$ cat src/rtl/hall_pkg.sv
// Shared definitions for the hall sensor decoder: code-to-sector table,
// invalid-sector marker, direction encodings and the modulo-6 sector delta.
package hall_pkg;

    localparam logic [2:0] SECTOR_INVALID = 3'b111;

    typedef enum logic {
        DIR_FWD = 1'b0,
        DIR_REV = 1'b1
    } dir_e;

    // {SA,SB,SC} -> sector; 000 and 111 never occur on a healthy sensor set
    function automatic logic [2:0] code2sector(input logic [2:0] code);
        case (code)
            3'b100:  return 3'd0;
            3'b110:  return 3'd1;
            3'b010:  return 3'd2;
            3'b011:  return 3'd3;
            3'b001:  return 3'd4;
            3'b101:  return 3'd5;
            default: return SECTOR_INVALID;
        endcase
    endfunction

    function automatic logic [2:0] sector_delta(input logic [2:0] old_s, input logic [2:0] new_s);
        logic [3:0] d;
        d = {1'b0, new_s} + 4'd6 - {1'b0, old_s};
        if (d >= 4'd6) begin
            d = d - 4'd6;
        end
        return d[2:0];
    endfunction

endpackage

$ cat src/rtl/hall_sync_debounce.sv
// Two-flop synchronizer for the three hall lines plus an optional debounce
// filter (enabled by the HALL_DEBOUNCE_EN macro).
module hall_sync_debounce #(
    parameter int DEBOUNCE_CYCLES = 16
) (
    input  logic       clk,
    input  logic       rst_n,
    input  logic [2:0] i_raw,
    output logic [2:0] o_code
);

    logic [2:0] r_sync1;
    logic [2:0] r_sync2;

    if (DEBOUNCE_CYCLES < 1) begin : g_bad_debounce
        $error("hall_sync_debounce: DEBOUNCE_CYCLES must be at least 1");
    end

    always_ff @(posedge clk) begin
        if (!rst_n) begin
            r_sync1 <= 3'b000;
            r_sync2 <= 3'b000;
        end else begin
            r_sync1 <= i_raw;
            r_sync2 <= r_sync1;
        end
    end

`ifdef HALL_DEBOUNCE_EN
    localparam int CW = $clog2(DEBOUNCE_CYCLES + 1);
    localparam logic [CW-1:0] CNT_MAX = CW'(DEBOUNCE_CYCLES);

    logic [2:0]    r_cand;
    logic [2:0]    r_acc;
    logic [CW-1:0] r_cnt;
    logic [CW-1:0] w_cnt_next;

    // The count is the number of consecutive identical samples seen so far
    always_comb begin
        w_cnt_next = r_cnt;
        if (r_sync2 != r_cand) begin
            w_cnt_next = CW'(1);
        end else if (r_cnt != CNT_MAX) begin
            w_cnt_next = r_cnt + CW'(1);
        end
    end

    always_ff @(posedge clk) begin
        if (!rst_n) begin
            r_cand <= 3'b000;
            r_acc  <= 3'b000;
            r_cnt  <= '0;
        end else begin
            r_cand <= r_sync2;
            r_cnt  <= w_cnt_next;
            if (w_cnt_next == CNT_MAX) begin
                r_acc <= r_sync2;
            end
        end
    end

    assign o_code = r_acc;
`else
    assign o_code = r_sync2;
`endif

endmodule

$ cat src/rtl/hall_decoder.sv
// Hall sensor decoder: sector, direction, step pulse, position, period and
// stall tracking with a sticky fault. Debounce is enabled by HALL_DEBOUNCE_EN.
module hall_decoder
    import hall_pkg::*;
#(
    parameter int DEBOUNCE_CYCLES = 16,
    parameter int PERIOD_W        = 20,
    parameter int POS_W           = 16
) (
    input  logic                    clk,
    input  logic                    rst_n,
    input  logic                    SA,
    input  logic                    SB,
    input  logic                    SC,
    input  logic                    clr_fault,
    output logic [2:0]              sector,
    output logic                    dir,
    output logic                    step,
    output logic signed [POS_W-1:0] position,
    output logic [PERIOD_W-1:0]     period,
    output logic                    period_valid,
    output logic                    stall,
    output logic                    fault
);

    localparam logic [PERIOD_W-1:0] CNT_MAX = '1;

    logic [2:0]              w_code;
    logic [2:0]              w_new_sector;
    logic [2:0]              w_delta;
    logic                    w_legal, w_change, w_fwd, w_rev, w_skip, w_step_now, w_new_fault;

    logic [2:0]              r_code;
    logic [2:0]              r_sector;
    logic                    r_have;
    dir_e                    r_dir;
    logic                    r_step;
    logic signed [POS_W-1:0] r_pos;
    logic [PERIOD_W-1:0]     r_cnt;
    logic [PERIOD_W-1:0]     r_period;
    logic                    r_pvalid;
    logic                    r_stall;
    logic                    r_armed;
    logic                    r_fault;

    hall_sync_debounce #(
        .DEBOUNCE_CYCLES(DEBOUNCE_CYCLES)
    ) u_sync (
        .clk   (clk),
        .rst_n (rst_n),
        .i_raw ({SA, SB, SC}),
        .o_code(w_code)
    );

    // r_have marks that r_sector holds a legal reference for the delta
    always_comb begin
        w_new_sector = code2sector(w_code);
        w_legal      = (w_new_sector != SECTOR_INVALID);
        w_change     = (w_code != r_code);
        w_delta      = sector_delta(r_sector, w_new_sector);
        w_fwd        = w_change && w_legal && r_have && (w_delta == 3'd1);
        w_rev        = w_change && w_legal && r_have && (w_delta == 3'd5);
        w_skip       = w_change && w_legal && r_have && !(w_fwd || w_rev);
        w_step_now   = w_fwd || w_rev;
        w_new_fault  = w_skip || (w_change && !w_legal);
    end

    always_ff @(posedge clk) begin
        if (!rst_n) begin
            r_code   <= 3'b000;
            r_sector <= SECTOR_INVALID;
            r_have   <= 1'b0;
            r_dir    <= DIR_FWD;
            r_step   <= 1'b0;
            r_pos    <= '0;
            r_cnt    <= CNT_MAX;
            r_period <= CNT_MAX;
            r_pvalid <= 1'b0;
            r_stall  <= 1'b1;
            r_armed  <= 1'b0;
            r_fault  <= 1'b1;
        end else begin
            r_code <= w_code;
            r_step <= w_step_now;

            if (w_change) begin
                r_sector <= w_new_sector;
                r_have   <= w_legal;
            end

            if (w_fwd) begin
                r_dir <= DIR_FWD;
                r_pos <= r_pos + POS_W'(1);
            end else if (w_rev) begin
                r_dir <= DIR_REV;
                r_pos <= r_pos - POS_W'(1);
            end

            // The first step after reset or stall only starts the measurement
            if (w_step_now) begin
                r_cnt   <= '0;
                r_stall <= 1'b0;
                r_armed <= 1'b1;
                if (r_armed) begin
                    r_period <= (r_cnt == CNT_MAX) ? CNT_MAX : r_cnt + PERIOD_W'(1);
                    r_pvalid <= 1'b1;
                end
            end else if (r_cnt == CNT_MAX) begin
                r_stall  <= 1'b1;
                r_period <= CNT_MAX;
                r_pvalid <= 1'b0;
                r_armed  <= 1'b0;
            end else begin
                r_cnt <= r_cnt + PERIOD_W'(1);
            end

            if (w_new_fault) begin
                r_fault <= 1'b0;
            end else if (clr_fault && w_legal) begin
                r_fault <= 1'b1;
            end
        end
    end

    assign sector       = r_sector;
    assign dir          = r_dir;
    assign step         = r_step;
    assign position     = r_pos;
    assign period       = r_period;
    assign period_valid = r_pvalid;
    assign stall        = r_stall;
    assign fault        = r_fault;

endmodule

$ cat config.mk
export PLATFORM = sky130hd
export DESIGN_NAME = hall_decoder
export DESIGN_NICKNAME = d
export VERILOG_FILES = /design/src/rtl/hall_pkg.sv /design/src/rtl/hall_sync_debounce.sv /design/src/rtl/hall_decoder.sv
export SDC_FILE = /design/constraint.sdc
export NUM_CORES = 1
export LEC_CHECK = 0
export BUFFER_PORTS_ARGS = -buffer_cell sky130_fd_sc_hd__buf_4
export CAP_MARGIN = 30
export CORE_MARGIN = 2
export CORE_UTILIZATION = 45
export CTS_BUF_LIST = sky130_fd_sc_hd__clkbuf_4 sky130_fd_sc_hd__clkbuf_8
export DETAILED_ROUTE_END_ITERATION = 6
export HOLD_SLACK_MARGIN = 0.02
export SYNTH_ARGS = -nofsm -noshare
export SYNTH_HDL_FRONTEND = slang
export SYNTH_HIERARCHICAL = 1
export SYNTH_SLANG_ARGS = --single-unit
$ cat constraint.sdc
create_clock -name clk -period 5.4 [get_ports clk]
set_input_delay 1.62 -clock clk [delete_from_list [all_inputs] [get_ports clk]]
set_output_delay 1.62 -clock clk [all_outputs]
set_load 0.01 [all_outputs]
==> results.json, run 1 <==
{
  "p_leak_uw": 0.00188,
  "setup-tns-final_ns": 0,
  "routed_wl_um": 8510,
  "skew_ns": 0.00867,
  "finalPower_uw": 1570,
  "fin_util_pct": 53.9,
  "wl_per_cell_um": 14.5,
  "ant_nets": 0,
  "cts-resized-gates": 0,
  "syn_area_per_cell_um2": 8.78,
  "crit_buf_inv": 1,
  "regToRegEndpoint": "position[15]$_SDFFE_PN0N_",
  "cp-startpoint": "u_sync/o_code[0]$_SDFF_PN0_",
  "max-cap-violations": 0,
  "track_usage_pct": 19.1,
  "setup-violations-final": 0,
  "netlist_top_cells_area": "dfxtp_1 39%, ha_1 6.5%, nand2_1 5.0%",
  "power_density_nw_per_um2": 352,
  "hold_depth": 1,
  "hold_start": "u_sync/r_sync1[1]$_SDFF_PN0_",
  "timing.rr.start": "u_sync/o_code[0]$_SDFF_PN0_",
  "netlist_area_um2": 3850,
  "drc": 0,
  "timing.slew.headroom_pct": 37.1,
  "dieArea_um2": 9320,
  "initial_core_util_pct": 46.7,
  "cp_num_cells": 17,
  "r2r_setup_slack_ns": 0.86,
  "grt_pass1_wl_um": 13900,
  "synth_top_area_share_pct": 39.0,
  "drive_gt1_share_pct": 15.2,
  "drt_iter0_drc": 150,
  "synth_top_flop_cell": "dfxtp_1",
  "pre_cts_slack_ns": 0.859,
  "gp_congestion": 0.831,
  "clk_pin_slew_ns": 0.08,
  "crit_path_end_kind": "flop",
  "antenna_cells": 0,
  "status": "completed",
  "crit_arrival_ns": 4.81,
  "worst_slack_ns": 0.863,
  "grt_pass1_vias": 2924,
  "yosysMostFrequentCell": "dfxtp_1",
  "cts_made_buffers": 9,
  "ys_seq_area_share_pct": 39.0,
  "cp_slowest_cell": "dfxtp_1",
  "crit_type": "reg2reg",
  "hold_viol": 0,
  "yosysWarnings": 6,
  "synth_commonest_cells": "75 x dfxtp_1, 51 x nand2_1, 21 x nor2_1",
  "clk_path_buf_depth": 2,
  "clock-sinks": 75,
  "min_path_type": "reg2reg",
  "fmax_mhz": 220,
  "async_flop_share_pct": 0,
  "slowest_delay_ns": 0.48,
  "hold_buffers": 0,
  "start_kind": "flop",
  "tightestPinTransition_ns": 0.943,
  "cts_max_level": 3,
  "synth.net_count": 467,
  "num_io_pins": 50,
  "hold_end": "u_sync/o_code[1]$_SDFF_PN0_",
  "crit_fanout": 8,
  "fp.dieH_um": 96.5,
  "critPathTopFamily": "compound AO/OA/AOI/OAI gates",
  "cts_setup_buffers": 0,
  "rsz0062_at_grt": "false",
  "io_buffer_count": 49,
  "routed_via_density": 5.47,
  "r2r_cells": 17,
  "cts-root-buf": "clkbuf_8",
  "nNetsFinal": 504,
  "cts_tree": "yes",
  "yosys.area.top_type": "dfxtp_1",
  "finalCriticalPeriod_ns": 4.54,
  "min_period_over_period_pct": 84.0,
  "crit_chain": "xnor2_1, o21ai_0, ha_1, inv_1, ha_1, fa_1, xnor2_1, mux2i_1, and4bb_2, nand2b_1, ha_1, a211oi_1, o21ai_0, o21a_1, o21ai_0, mux2i_1, mux2i_1",
  "area_growth_pct": 15.6,
  "fp-row-count": 33,
  "clk_latency_ns": 0.34,
  "peakVddDrop_mv": 0.196,
  "synth_edf_count": 0,
  "grt_max_degree": 73,
  "slew_viol_final": 0,
  "firstDrtPassIters": 4,
  "fp.dieW_um": 96.5,
  "grt-ovfl-total": 0,
  "synth_cell_types": 54,
  "design.core.area_um2": 8260,
  "antenna_found_initial": 0,
  "synth_seq_cells": 75,
  "routed-via-count": 3201,
  "syn_inst": 439,
  "required_ns": 5.67,
  "hpwl_um": 5640
}
stage by stage:
| stage | hold slack (ns) | cells | instance area, um2 |
|---|---|---|---|
| after floorplan | 0.412 | 439 | 3850 |
| after global placement | 0.442 | 570 | 4240 |
| after detailed placement | 0.428 | 570 | 4240 |
| after CTS | 0.456 | 585 | 4450 |
| after global routing | 0.491 | 585 | 4450 |
| final | 0.455 | 585 | 4450 |
cells in the final DEF, fill, tap and decap left out, types with 6 or more instances in the layout:
| cell | n |
|---|---|
| a21boi_0 | 7 |
| a21o_1 | 9 |
| a21oi_1 | 16 |
| a31o_1 | 6 |
| and2_1 | 11 |
| and3_1 | 6 |
| and4_1 | 10 |
| buf_4 | 51 |
| clkbuf_8 | 9 |
| dfxtp_1 | 75 |
| ha_1 | 20 |
| inv_1 | 10 |
| mux2i_1 | 7 |
| nand2_1 | 51 |
| nand2b_1 | 6 |
| nand3_1 | 20 |
| nor2_1 | 21 |
| o21ai_0 | 20 |
| o21ai_1 | 18 |
| o22ai_1 | 12 |
| xnor2_1 | 17 |
| xor2_1 | 13 |
area by class of cell:
cell class | instances | area [um2]
Fill cell | 806 | 3800
Tap cell | 105 | 131
Inverter | 10 | 37.5
Clock buffer | 9 | 124
Sequential cell | 75 | 1500
Clock inverter | 6 | 90.1
Timing Repair Buffer | 51 | 383
Multi-Input combinational cell | 329 | 2190
power breakdown:
| part | total, uW | switching (uW) | internal [uW] |
|---|---|---|---|
| Combinational | 441 | 259 | 182 |
| Sequential | 654 | 49.3 | 605 |
| Clock | 475 | 215 | 259 |
| Total | 1570 | 524 | 1050 |
state kept, by name (all words and copies together) (netlist names), 3 cells and up:
name            cells
r_code              3
period             20
r_cnt              20
sector              3
u_sync/o_code       3
u_sync/r_sync1      3
position           16
metal layers:
| metal | GRT usage (%) | routed length, um | vias up |
|---|---|---|---|
| li1 | - | - | 1657 |
| met1 | 27.2 | 4400 | 1466 |
| met2 | 29.2 | 3670 | 73 |
| met3 | 3.34 | 372 | 5 |
| met4 | 6.34 | 63 | 0 |
| met5 | 0 | 0 | - |
cell families after synthesis:
family                   count (synthesis)  synth area share, %
AO/OA/AOI/OAI                          116                 19.3
XOR/XNOR                                30                 6.82
adder cells (fa/ha/maj)                 22                 7.53
buffers and inverters                   35                 4.25
flip-flops                              75                 39.0
multiplexers                             8                 2.40
AND/OR/NAND/NOR                        153                 20.7
worst max path at each step:
stage / end
3_3_place_gp: position[15]$_SDFFE_PN0N_
4_1_cts: position[15]$_SDFFE_PN0N_
2_1_floorplan: position[14]$_SDFFE_PN0N_
6_report: position[15]$_SDFFE_PN0N_
3_5_place_dp: position[15]$_SDFFE_PN0N_
5_1_grt: position[15]$_SDFFE_PN0N_
Note: power is estimated with default switching activity, not from simulation.
==> run 2: changes to the inputs <==
==> constraint.sdc (replaced) <==
create_clock -name clk -period 4.2 [get_ports clk]
set_input_delay 1.26 -clock clk [delete_from_list [all_inputs] [get_ports clk]]
set_output_delay 1.26 -clock clk [all_outputs]
set_load 0.01 [all_outputs]
==> results.json, run 2 (synthesized netlist as in run 1, its figures left out) <==
{
  "cts_made_buffers": 9,
  "fmax_mhz": 251,
  "setup-violations-final": 0,
  "routed_via_density": 5.46,
  "gp_congestion": 0.918,
  "top_layer_used": "met4",
  "crit_arrival_ns": 4.27,
  "num_io_pins": 50,
  "clkPwrFrac_pct": 29.4,
  "drt_iter0_drc": 221,
  "p_leak_uw": 0.00197,
  "grt_pass1_vias": 2956,
  "grt_max_degree": 73,
  "wl_met3_um": 420,
  "antenna_found_initial": 0,
  "drc": 0,
  "fp.dieW_um": 96.5,
  "track_usage_pct": 19.5,
  "clock-sinks": 75,
  "dieArea_um2": 9320,
  "hold_viol": 0,
  "fp.dieH_um": 96.5,
  "start_kind": "flop",
  "slew_viol_final": 0,
  "grt-ovfl-total": 0,
  "cts_max_level": 3,
  "firstDrtPassIters": 5,
  "clk_path_buf_depth": 2,
  "crit_path_end_kind": "flop",
  "drive_gt1_share_pct": 20.6,
  "fp-row-count": 33,
  "io_buffer_count": 49,
  "initial_core_util_pct": 46.7,
  "crit_fanout": 11,
  "final_common_cell": "dfxtp_1",
  "required_ns": 4.48,
  "clk_pin_slew_ns": 0.09,
  "crit_type": "reg2reg",
  "swShare_pct": 34.6,
  "clk_latency_ns": 0.36,
  "peakVddDrop_mv": 0.215,
  "routed_wl_um": 8900,
  "min_path_type": "reg2reg",
  "power_density_nw_per_um2": 436,
  "tightestPinTransition_ns": 0.655,
  "design.core.area_um2": 8260,
  "netSwitchingPower_uw": 696,
  "min_period_over_period_pct": 94.9,
  "status": "completed",
  "antenna_cells": 0,
  "ant_nets": 0,
  "wl_met1_um": 4440,
  "hold_buffers": 0,
  "wl_per_cell_um": 14.8,
  "met2RoutedLength_um": 3930,
  "cts_tree": "yes",
  "setup-tns-final_ns": 0,
  "finalCriticalPeriod_ns": 3.98,
  "pwr-share-seq_pct": 41.6,
  "routed-via-count": 3277,
  "area_growth_pct": 20.0,
  "cts-root-buf": "clkbuf_8",
  "nNetsFinal": 518,
  "skew_ns": 0.0111,
  "hpwl_um": 5900,
  "final_cell_mix": "73 x dfxtp_1, 64 x buf_4, 51 x nand2_1",
  "max-cap-violations": 0,
  "timing.slew.headroom_pct": 55.4,
  "comb_power_share_pct": 29.0,
  "finalPower_uw": 2010,
  "grt_pass1_wl_um": 14200,
  "rsz0062_at_grt": "true",
  "internal_power_uw": 1320
}
run 2: timing repair:
| item | in CTS | in global routing |
|---|---|---|
| setup buffers | 0 | 1 |
| pin swaps | 0 | 6 |
| cloned | 0 | 0 |
| endpoints found under the setup margin | 3 | 10 |
| resized for setup | 2 | 21 |
run 2: layout make-up:
cell class                 instances  area [um2]
tap                              105         131
clock buffer                      10         138
inverter                          10        37.5
clock inverter                     6        72.6
timing repair buffer              65         495
fill                             785        3630
sequential                        75        1510
multi-input combinational        329        2240
run 2: routing by layer:
layer  track usage (%)  vias to the layer above
met5                 0                        -
met4              7.04                        0
met3              3.96                       10
met2              29.5                       85
met1              27.6                     1507
li1                  -                     1675
run 2: power by group through the flow:
stage / clock network (uW) / registers, uW / logic [uW]
global placement: 0 / 852 / 567
finish: 592 / 838 / 585
floorplan: 0 / 841 / 476
detailed placement: 0 / 854 / 570
global route: 634 / 849 / 655
CTS: 609 / 838 / 576
run 2: stage by stage:
| step | hold WS, ns | instance area (um2) | setup WS, ns | utilization, % | cells |
|---|---|---|---|---|---|
| CTS | 0.461 | 4560 | 0.0634 | 55.2 | 599 |
| global placement | 0.422 | 4350 | 0.101 | 52.6 | 583 |
| finish | 0.453 | 4620 | 0.215 | 56.0 | 600 |
| detailed placement | 0.430 | 4350 | -0.0437 | 52.6 | 583 |
| floorplan | 0.412 | 3860 | 0.0711 | - | 439 |
| global route | 0.477 | 4620 | -0.00307 | 56.0 | 600 |
run 2: critical path, stage by stage, from the launching register on:
cell	delay, ns
dfxtp_4	0.39
mux2i_2	0.26
ha_1	0.26
inv_1	0.06
ha_1	0.15
fa_2	0.44
nand2b_1	0.17
mux2i_1	0.20
and4bb_2	0.30
nand2b_4	0.14
buf_8	0.15
ha_2	0.30
a21o_1	0.23
a31oi_1	0.16
nand3_1	0.11
o21ai_2	0.15
mux2i_1	0.24
mux2i_1	0.21
run 2: worst paths after layout:
path / start / to / slack, ns / cells past startpoint
max reg2reg: u_sync/o_code[0]$_SDFF_PN0_ / position[15]$_SDFFE_PN0N_ / 0.22 / 17
min: u_sync/r_sync1[1]$_SDFF_PN0_ / u_sync/o_code[1]$_SDFF_PN0_ / 0.45 / 1
min reg2reg: u_sync/r_sync1[1]$_SDFF_PN0_ / u_sync/o_code[1]$_SDFF_PN0_ / 0.45 / 1
max: u_sync/o_code[0]$_SDFF_PN0_ / position[15]$_SDFFE_PN0N_ / 0.22 / 17
